`src/rtl/serial_rx_pkg.sv`:
```
// rtl/serial_rx_pkg.sv - shared types and constants for the clock-synchronous serial receiver
package serial_rx_pkg;

  typedef enum logic [2:0] {
    ST_IDLE,
    ST_DATA,
    ST_PARITY,
    ST_STOP,
    ST_ERR
  } rx_state_t;

  localparam int PAR_NONE = 0;
  localparam int PAR_EVEN = 1;
  localparam int PAR_ODD  = 2;

  function automatic int frame_cycles(input int data_w, input int parity_mode, input int stop_bits);
    return 1 + data_w + ((parity_mode != PAR_NONE) ? 1 : 0) + stop_bits;
  endfunction

endpackage

```
`src/rtl/serial_rx_param.sv`:
```
// rtl/serial_rx_param.sv - one-bit-per-clock serial deserialiser with one-entry valid/ready holding register
module serial_rx_param
  import serial_rx_pkg::*;
#(
  parameter int DATA_W      = 8,
  parameter int PARITY_MODE = 1,
  parameter int STOP_BITS   = 1
) (
  input  logic              clk,
  input  logic              rst_n,
  input  logic              in,
  output logic [DATA_W-1:0] rx_data,
  output logic              rx_valid,
  input  logic              rx_ready,
  output logic              rx_perr,
  output logic              frm_err,
  output logic              ovr_err,
  output logic              busy
);

  localparam int CNT_W = $clog2(DATA_W + 1);
  localparam logic [CNT_W-1:0] LAST_DATA = CNT_W'(DATA_W - 1);
  localparam logic [CNT_W-1:0] LAST_STOP = CNT_W'(STOP_BITS - 1);

  rx_state_t          r_state;
  rx_state_t          w_state_next;
  logic [DATA_W-1:0]  r_shift;
  logic [CNT_W-1:0]   r_cnt;
  logic               r_acc;
  logic               r_perr;
  logic               r_done;
  logic               r_frm_err;
  logic               r_ovr_err;
  logic [DATA_W-1:0]  r_rx_data;
  logic               r_rx_valid;
  logic               r_rx_perr;

  logic               w_start;
  logic               w_sample_data;
  logic               w_sample_par;
  logic               w_cnt_clr;
  logic               w_cnt_inc;
  logic               w_frame_ok;
  logic               w_frame_bad;
  logic               w_perr_next;

  assign w_perr_next = (PARITY_MODE == PAR_ODD) ? ~(r_acc ^ in) : (r_acc ^ in);

  always_comb begin
    w_state_next  = r_state;
    w_start       = 1'b0;
    w_sample_data = 1'b0;
    w_sample_par  = 1'b0;
    w_cnt_clr     = 1'b0;
    w_cnt_inc     = 1'b0;
    w_frame_ok    = 1'b0;
    w_frame_bad   = 1'b0;
    case (r_state)
      ST_IDLE: begin
        if (!in) begin
          w_start      = 1'b1;
          w_cnt_clr    = 1'b1;
          w_state_next = ST_DATA;
        end
      end
      ST_DATA: begin
        w_sample_data = 1'b1;
        if (r_cnt == LAST_DATA) begin
          w_cnt_clr    = 1'b1;
          w_state_next = (PARITY_MODE != PAR_NONE) ? ST_PARITY : ST_STOP;
        end else begin
          w_cnt_inc = 1'b1;
        end
      end
      ST_PARITY: begin
        w_sample_par = 1'b1;
        w_state_next = ST_STOP;
      end
      ST_STOP: begin
        // a single low stop sample kills the frame, no need to wait for the rest
        if (!in) begin
          w_frame_bad  = 1'b1;
          w_cnt_clr    = 1'b1;
          w_state_next = ST_ERR;
        end else if (r_cnt == LAST_STOP) begin
          w_frame_ok   = 1'b1;
          w_cnt_clr    = 1'b1;
          w_state_next = ST_IDLE;
        end else begin
          w_cnt_inc = 1'b1;
        end
      end
      ST_ERR: begin
        if (in) w_state_next = ST_IDLE;
      end
      default: w_state_next = ST_IDLE;
    endcase
  end

  always_ff @(posedge clk or negedge rst_n) begin
    if (!rst_n) begin
      r_state <= ST_IDLE;
      r_shift <= '0;
      r_cnt   <= '0;
      r_acc   <= 1'b0;
      r_perr  <= 1'b0;
    end else begin
      r_state <= w_state_next;
      if (w_cnt_clr) begin
        r_cnt <= '0;
      end else if (w_cnt_inc) begin
        r_cnt <= r_cnt + CNT_W'(1);
      end
      if (w_start) begin
        r_acc  <= 1'b0;
        r_perr <= 1'b0;
      end else if (w_sample_data) begin
        r_shift <= {in, r_shift[DATA_W-1:1]};
        r_acc   <= r_acc ^ in;
      end else if (w_sample_par) begin
        r_perr <= w_perr_next;
      end
    end
  end

  // r_shift/r_perr stay put for the cycle after the last stop bit, so the
  // holding register loads one edge later while a new start bit may be sampled
  always_ff @(posedge clk or negedge rst_n) begin
    if (!rst_n) begin
      r_done     <= 1'b0;
      r_frm_err  <= 1'b0;
      r_ovr_err  <= 1'b0;
      r_rx_data  <= '0;
      r_rx_valid <= 1'b0;
      r_rx_perr  <= 1'b0;
    end else begin
      r_done    <= w_frame_ok;
      r_frm_err <= w_frame_bad;
      r_ovr_err <= 1'b0;
      if (r_done) begin
        if (!r_rx_valid || rx_ready) begin
          r_rx_data  <= r_shift;
          r_rx_perr  <= r_perr;
          r_rx_valid <= 1'b1;
        end else begin
          r_ovr_err <= 1'b1;
        end
      end else if (r_rx_valid && rx_ready) begin
        r_rx_valid <= 1'b0;
      end
    end
  end

  assign rx_data  = r_rx_data;
  assign rx_valid = r_rx_valid;
  assign rx_perr  = r_rx_perr;
  assign frm_err  = r_frm_err;
  assign ovr_err  = r_ovr_err;
  assign busy     = (r_state != ST_IDLE);

endmodule
```
`config.mk`:
```
export PLATFORM = sky130hd
export DESIGN_NAME = serial_rx_param
export DESIGN_NICKNAME = d
export VERILOG_FILES = /design/src/rtl/serial_rx_pkg.sv /design/src/rtl/serial_rx_param.sv
export SDC_FILE = /design/constraint.sdc
export NUM_CORES = 1
export LEC_CHECK = 0
export CAP_MARGIN = 15
export CORE_MARGIN = 1.5
export CORE_UTILIZATION = 50
export CTS_CLUSTER_SIZE = 16
export DETAILED_ROUTE_END_ITERATION = 7
export PLACE_DENSITY = 0.77
export SLEW_MARGIN = 20
export SYNTH_ARGS = -nofsm -noshare
export SYNTH_HDL_FRONTEND = slang
export SYNTH_SLANG_ARGS = --single-unit
```
`constraint.sdc`:
```
create_clock -name clk -period 2 [get_ports clk]
set_input_delay 0.5 -clock clk [delete_from_list [all_inputs] [get_ports clk]]
set_output_delay 0.5 -clock clk [all_outputs]
set_load 0.005 [all_outputs]
```
* After elaboration in Yosys (flattened, before gate mapping)
Cells that the tools add are included.
** Word-level totals
- Memories kept :: 0
- Bits in writable memories :: 0
- Output and inout bits :: 13
- Register bits after elaboration :: 30
- Bits of input ports :: 4
- Word-level logic and storage cells :: 73
- Bits in latches :: 0
- Memory bits (read-only) :: 0
** Cells by class
- Multiply operators :: 0
- Reduce and logical (&&, ||, !) cells :: 15
- Order comparisons :: 0
- Mux-type cells :: 33
- Divide/modulo/power cells :: 0
- $add $sub $neg :: 1
- Equality and inequality tests :: 11
- Shifts and indexed selects :: 0
- Bitwise operators :: 2
** Operators with widths (count)
- 1-bit 2-to-1 mux :: 23
- 3-bit 2-to-1 mux :: 5
- 3-bit one-hot mux with 5 select lines :: 1
- 4-bit 2-to-1 mux :: 2
- 2-bit != test, second input constant :: 4
- 2-bit AND reduction :: 4
- 2-bit nonzero test :: 4
- 3-bit by 2-bit equality test with 1-bit output, second input constant :: 2
- 4-bit by 1-bit adder with 4-bit output, second input constant :: 1
- 4-bit by 3-bit equality test with 1-bit output, second input constant :: 1
- 4-bit zero test :: 1
- 4-bit AND reduction :: 1
- 3-bit by 1-bit equality test with 1-bit output, second input constant :: 1
- 3-bit equality test, second input constant :: 1
- 3-bit zero test :: 1
- 3-bit != test, second input constant :: 1
- 1-bit one-hot mux with 3 select lines :: 1
- 3-bit nonzero test :: 1
- 2-bit by 1-bit != test with 1-bit output, second input constant :: 1
- 1-bit one-hot mux with 2 select lines :: 1
- 1-bit logical AND :: 1
- 1-bit zero test :: 1
- 1-bit logical OR :: 1
- 1-bit inverter :: 1
- 1-bit bitwise XOR :: 1

* Longest topological paths before layout
- Word-level depth :: 6
- Gate-level depth with buffers :: 6
- Gate-level depth less buffers :: 6

* Worst setup path after synthesis
Ideal clock, no wire load.
- Path type :: register to register
- Start :: register r_cnt[0]
- End :: register r_cnt[0]
- Setup slack :: 0.334 ns
- Period minus slack after synthesis :: 1.666 ns
- Path buffers :: 0
- Cell stages (with the launch flop) :: 7
- Arrival time :: 1.525 ns
- Cells stage by stage :: dfrtp_1 > inv_1 > ha_1 > nor3b_2 > o22ai_1 > nor4_1 > nor2_1
** Between the ends
- Longest elaborated chain between the ends :: 5
- Elaborated cells between the ends (all ways) :: 14
- Those cells by class :: 1 x add/sub; 1 x eq/ne; 10 x mux; 2 x reduce/logical
** Ends and longest elaborated chain
- from (decl) :: RTL line serial_rx_param.sv:28 : logic [CNT_W-1:0] r_cnt;
- from (signal assigned) :: RTL line serial_rx_param.sv:112 : r_cnt <= r_cnt + CNT_W'(1);
- 4-bit zero test :: RTL line serial_rx_param.sv:85 : end else if (r_cnt == LAST_STOP) begin
- 1-bit 2-to-1 mux :: RTL line serial_rx_param.sv:85
- 1-bit 2-to-1 mux :: RTL line serial_rx_param.sv:81 : if (!in) begin
- 1-bit one-hot mux with 3 select lines or 1-bit one-hot mux with 2 select lines (tied branches) :: RTL line serial_rx_param.sv:58 : case (r_state)
- 4-bit 2-to-1 mux or 2-bit nonzero test (tied branches)
Several ways; a longest one is shown, not always the timed one. The select of a mux whose other input is x is not followed.
A chain may end at the register's enable or synchronous reset.

* Worst setup path after layout
- Start :: register r_state[2]
- End :: output port busy
** Between the ends
- Longest elaborated chain between the ends :: 1
** Ends and longest elaborated chain
- from (decl) :: RTL line serial_rx_param.sv:25 : rx_state_t r_state;
- from (signal assigned) :: RTL line serial_rx_param.sv:108 : r_state <= w_state_next;
- 3-bit nonzero test :: RTL line serial_rx_param.sv:159 : assign busy = (r_state != ST_IDLE);
- to (decl) :: RTL line serial_rx_param.sv:18 : output logic busy
No other way between the ends.

==> results.yml <==
finish:
  antenna_cells: 0
  area_growth_pct: 19.2
  fin_nets: 137
  final_cell_area_sq_mm: 0.00161
  drive_above_1_share: 0.295
  num-fill-cells: 223
  fin_util: 0.638
timing:
  worst_pin_slew_ns: 0.407
  rsz0062_at_grt: "false"
  fmax_mhz: 520
  skew_ns: 0.00675
  holdWs_ns: 0.487
  final_hold_viol_count: 0
  period_share: 0.962
  finalSetupTns_ns: 0
  relSlewSlack: 0.728
  drv_slew: 0
  setup_viol: 0
  layout_min_cycle_time_ns: 1.92
critical_path:
  crit_fanout: 2
  required_ns: 1.50
  cp_slowest_cell: "or3_2"
  setup.reg_to_reg.worst_slack_ns: 0.27
  r2r-start: "r_cnt[0]$_DFFE_PN0P_"
  crit_path_start: "r_state[2]$_DFFE_PN0P_"
  setup.worst_path.start_class: "register"
  path_class: "reg -> out"
  reg2reg_depth: 7
  crit-reg2reg-capture: "r_cnt[2]$_DFFE_PN0P_"
  path_cells: "or3_2, dlygate4sd2_1"
  crit_arrival_ns: 1.42
  cp-end-kind: "primary output"
  cp_slowest_stage_delay_ns: 0.46
clock_tree:
  h-tree-depth: 2
  cts_made_buffers: 5
  ctsHoldBuffers: 0
  clk_path_buf_depth: 2
  clockRootBuffer: "clkbuf_4"
  tritoncts: "built"
  clk_latency_ns: 0.32
  clkTransAtPathRegs_ns: 0.09
  cts_num_sinks: 30
global_route:
  grt_max_degree: 31
  grt_overflow_total: 0
  grt_pass1_wl_mm: 3.52
  grt_pass1_vias: 820
  antenna_found_initial: 0
  grt.total_usage: 0.175
drt:
  drt_wl_total_mm: 2.12
  final_antenna_net_count: 0
  wire_per_inst_um: 13.1
  drt_iter0_markers: 7
  viasPerCell: 5.40
  first_pass_iters: 5
  vias: 874
  drc: 0
floorplan:
  io_pins: 17
  die_y_um: 55.0
  dieWidth_um: 55.0
  placeableCoreArea_sq_mm: 0.00252
  start_util: 0.535
  rows: 18
  die-area_sq_mm: 0.00302
min_path:
  hp-class: "reg -> reg"
  min_to: "rx_valid$_DFFE_PN0P_"
  hp-start: "r_done$_DFF_PN0_"
  hold_depth: 2
power:
  leakage_nw: 0.720
  ir_drop_v: 0.00115
  total_power_mw: 2.49
  cellPowerDensity_mw_per_mm2: 1550
placed_design:
  place_congestion: 0.728
  place_area_sq_mm: 0.00155
  io_buffers: 16
  dpl.hpwl_mm: 1.52
synthesis:
  syn-cell-area_sq_mm: 0.00135
  ys_seq_area_frac: 0.556
  ys_ff_latch: 30
  synth_edf_count: 0
  ys_warn_count: 0
  synth_async_sr_flop_share: 1.00
  synthCells: 105
  syn_nets: 111
  syn_area_per_cell_sq_um: 12.9
  synth.distinct_cells: 36
  synth-main-ff-cell: "dfrtp_1"
run:
  cap_violations: 0
outcome:
  status: "completed"
[layer usage]
layer	vias to the layer above	GRT usage	routed length, um
li1	419	-	-
met1	430	0.206	952
met5	-	0	0
met4	0	0.0935	54
met2	16	0.264	1000
met3	9	0.0833	111
[Yosys cell counts (2+ instances only)]
master    number  area (sq um)
a211oi_1       2          15.0
a21oi_1        2          10.0
a31oi_1        2          12.5
and2b_2        2          17.5
buf_6          2          22.5
clkbuf_8       2          27.5
dfrtp_1       30           751
ha_1           2          25.0
inv_1          6          22.5
mux2_2        16           180
nand2_1        5          18.8
nand3_1        2          10.0
nor2_1         6          22.5
nor4b_1        2          17.5
o21ai_0        2          10.0
o22ai_1        2          12.5
[cells by family after synthesis]
kind of cell	count (synthesis)	share of synthesized area
fa+ha+maj	2	0.0185
xor+xnor	2	0.0130
mux	17	0.141
flops	30	0.556
compound gates	13	0.0714
buf+inv	11	0.0593
simple gates	30	0.141
[cells in the final DEF (no fill, tap or decap), types with 5 or more instances in the layout]
cell type	instances
nor2_1	6
buf_4	8
mux2_2	16
clkbuf_4	5
nand2_1	5
dfrtp_1	30
inv_1	6
clkdlybuf4s50_1	15
[flip-flops by register name (all words and copies together) (netlist names)]
| register | count |
|---|---|
| r_done | 1 |
| r_cnt | 4 |
| r_state | 3 |
| rx_valid | 1 |
| r_perr | 1 |
| ovr_err | 1 |
| r_shift | 8 |
| frm_err | 1 |
| r_acc | 1 |
| rx_perr | 1 |
| rx_data | 8 |
[critical path: cells and delay by family, from the launching register on]
kind	cells	cell delay (ns)
flops	1	0.38
simple gates	1	0.46
buf+inv	1	0.27
[worst max path at each step]
| stage | slack, ns | endpoint |
|---|---|---|
| floorplan | 0.33 | r_cnt[0]$_DFFE_PN0P_ |
| global placement | 0.08 | r_cnt[3]$_DFFE_PN0P_ |
| detailed placement | 0.06 | r_cnt[3]$_DFFE_PN0P_ |
| CTS | 0.06 | busy |
| global route | 0.01 | busy |
| finish | 0.08 | busy |
[report_power, final]
part | internal [mW] | switching [mW] | total [mW]
clock | 0.170 | 0.192 | 0.362
combinational | 0.665 | 0.448 | 1.11
sequential | 0.863 | 0.153 | 1.02
total | 1.70 | 0.794 | 2.49
[per-stage QoR]
step	std cells	setup WS [ns]
finish	162	0.0755
global route	162	0.0109
CTS	162	0.0585
detailed placement	154	0.0610
global placement	154	0.0762
floorplan	105	0.334
[what timing repair did]
| action | in CTS | in global routing |
|---|---|---|
| hold endpoints to repair | 0 | 0 |
| gates resized for setup | 1 | 0 |
| setup endpoints to repair | 1 | 0 |
| setup buffers | 0 | 0 |
[area by class of cell]
type,count,area (sq um),share of cell area
clock buffers,7,55.1,0.0342
clock inverters,1,5.00,0.00311
inverters,6,22.5,0.0140
multi-input cells,64,519,0.323
flip-flops and latches,30,751,0.467
well taps,30,37.5,0.0233
repair buffers,24,219,0.136
(Power assumes the default switching activity.)
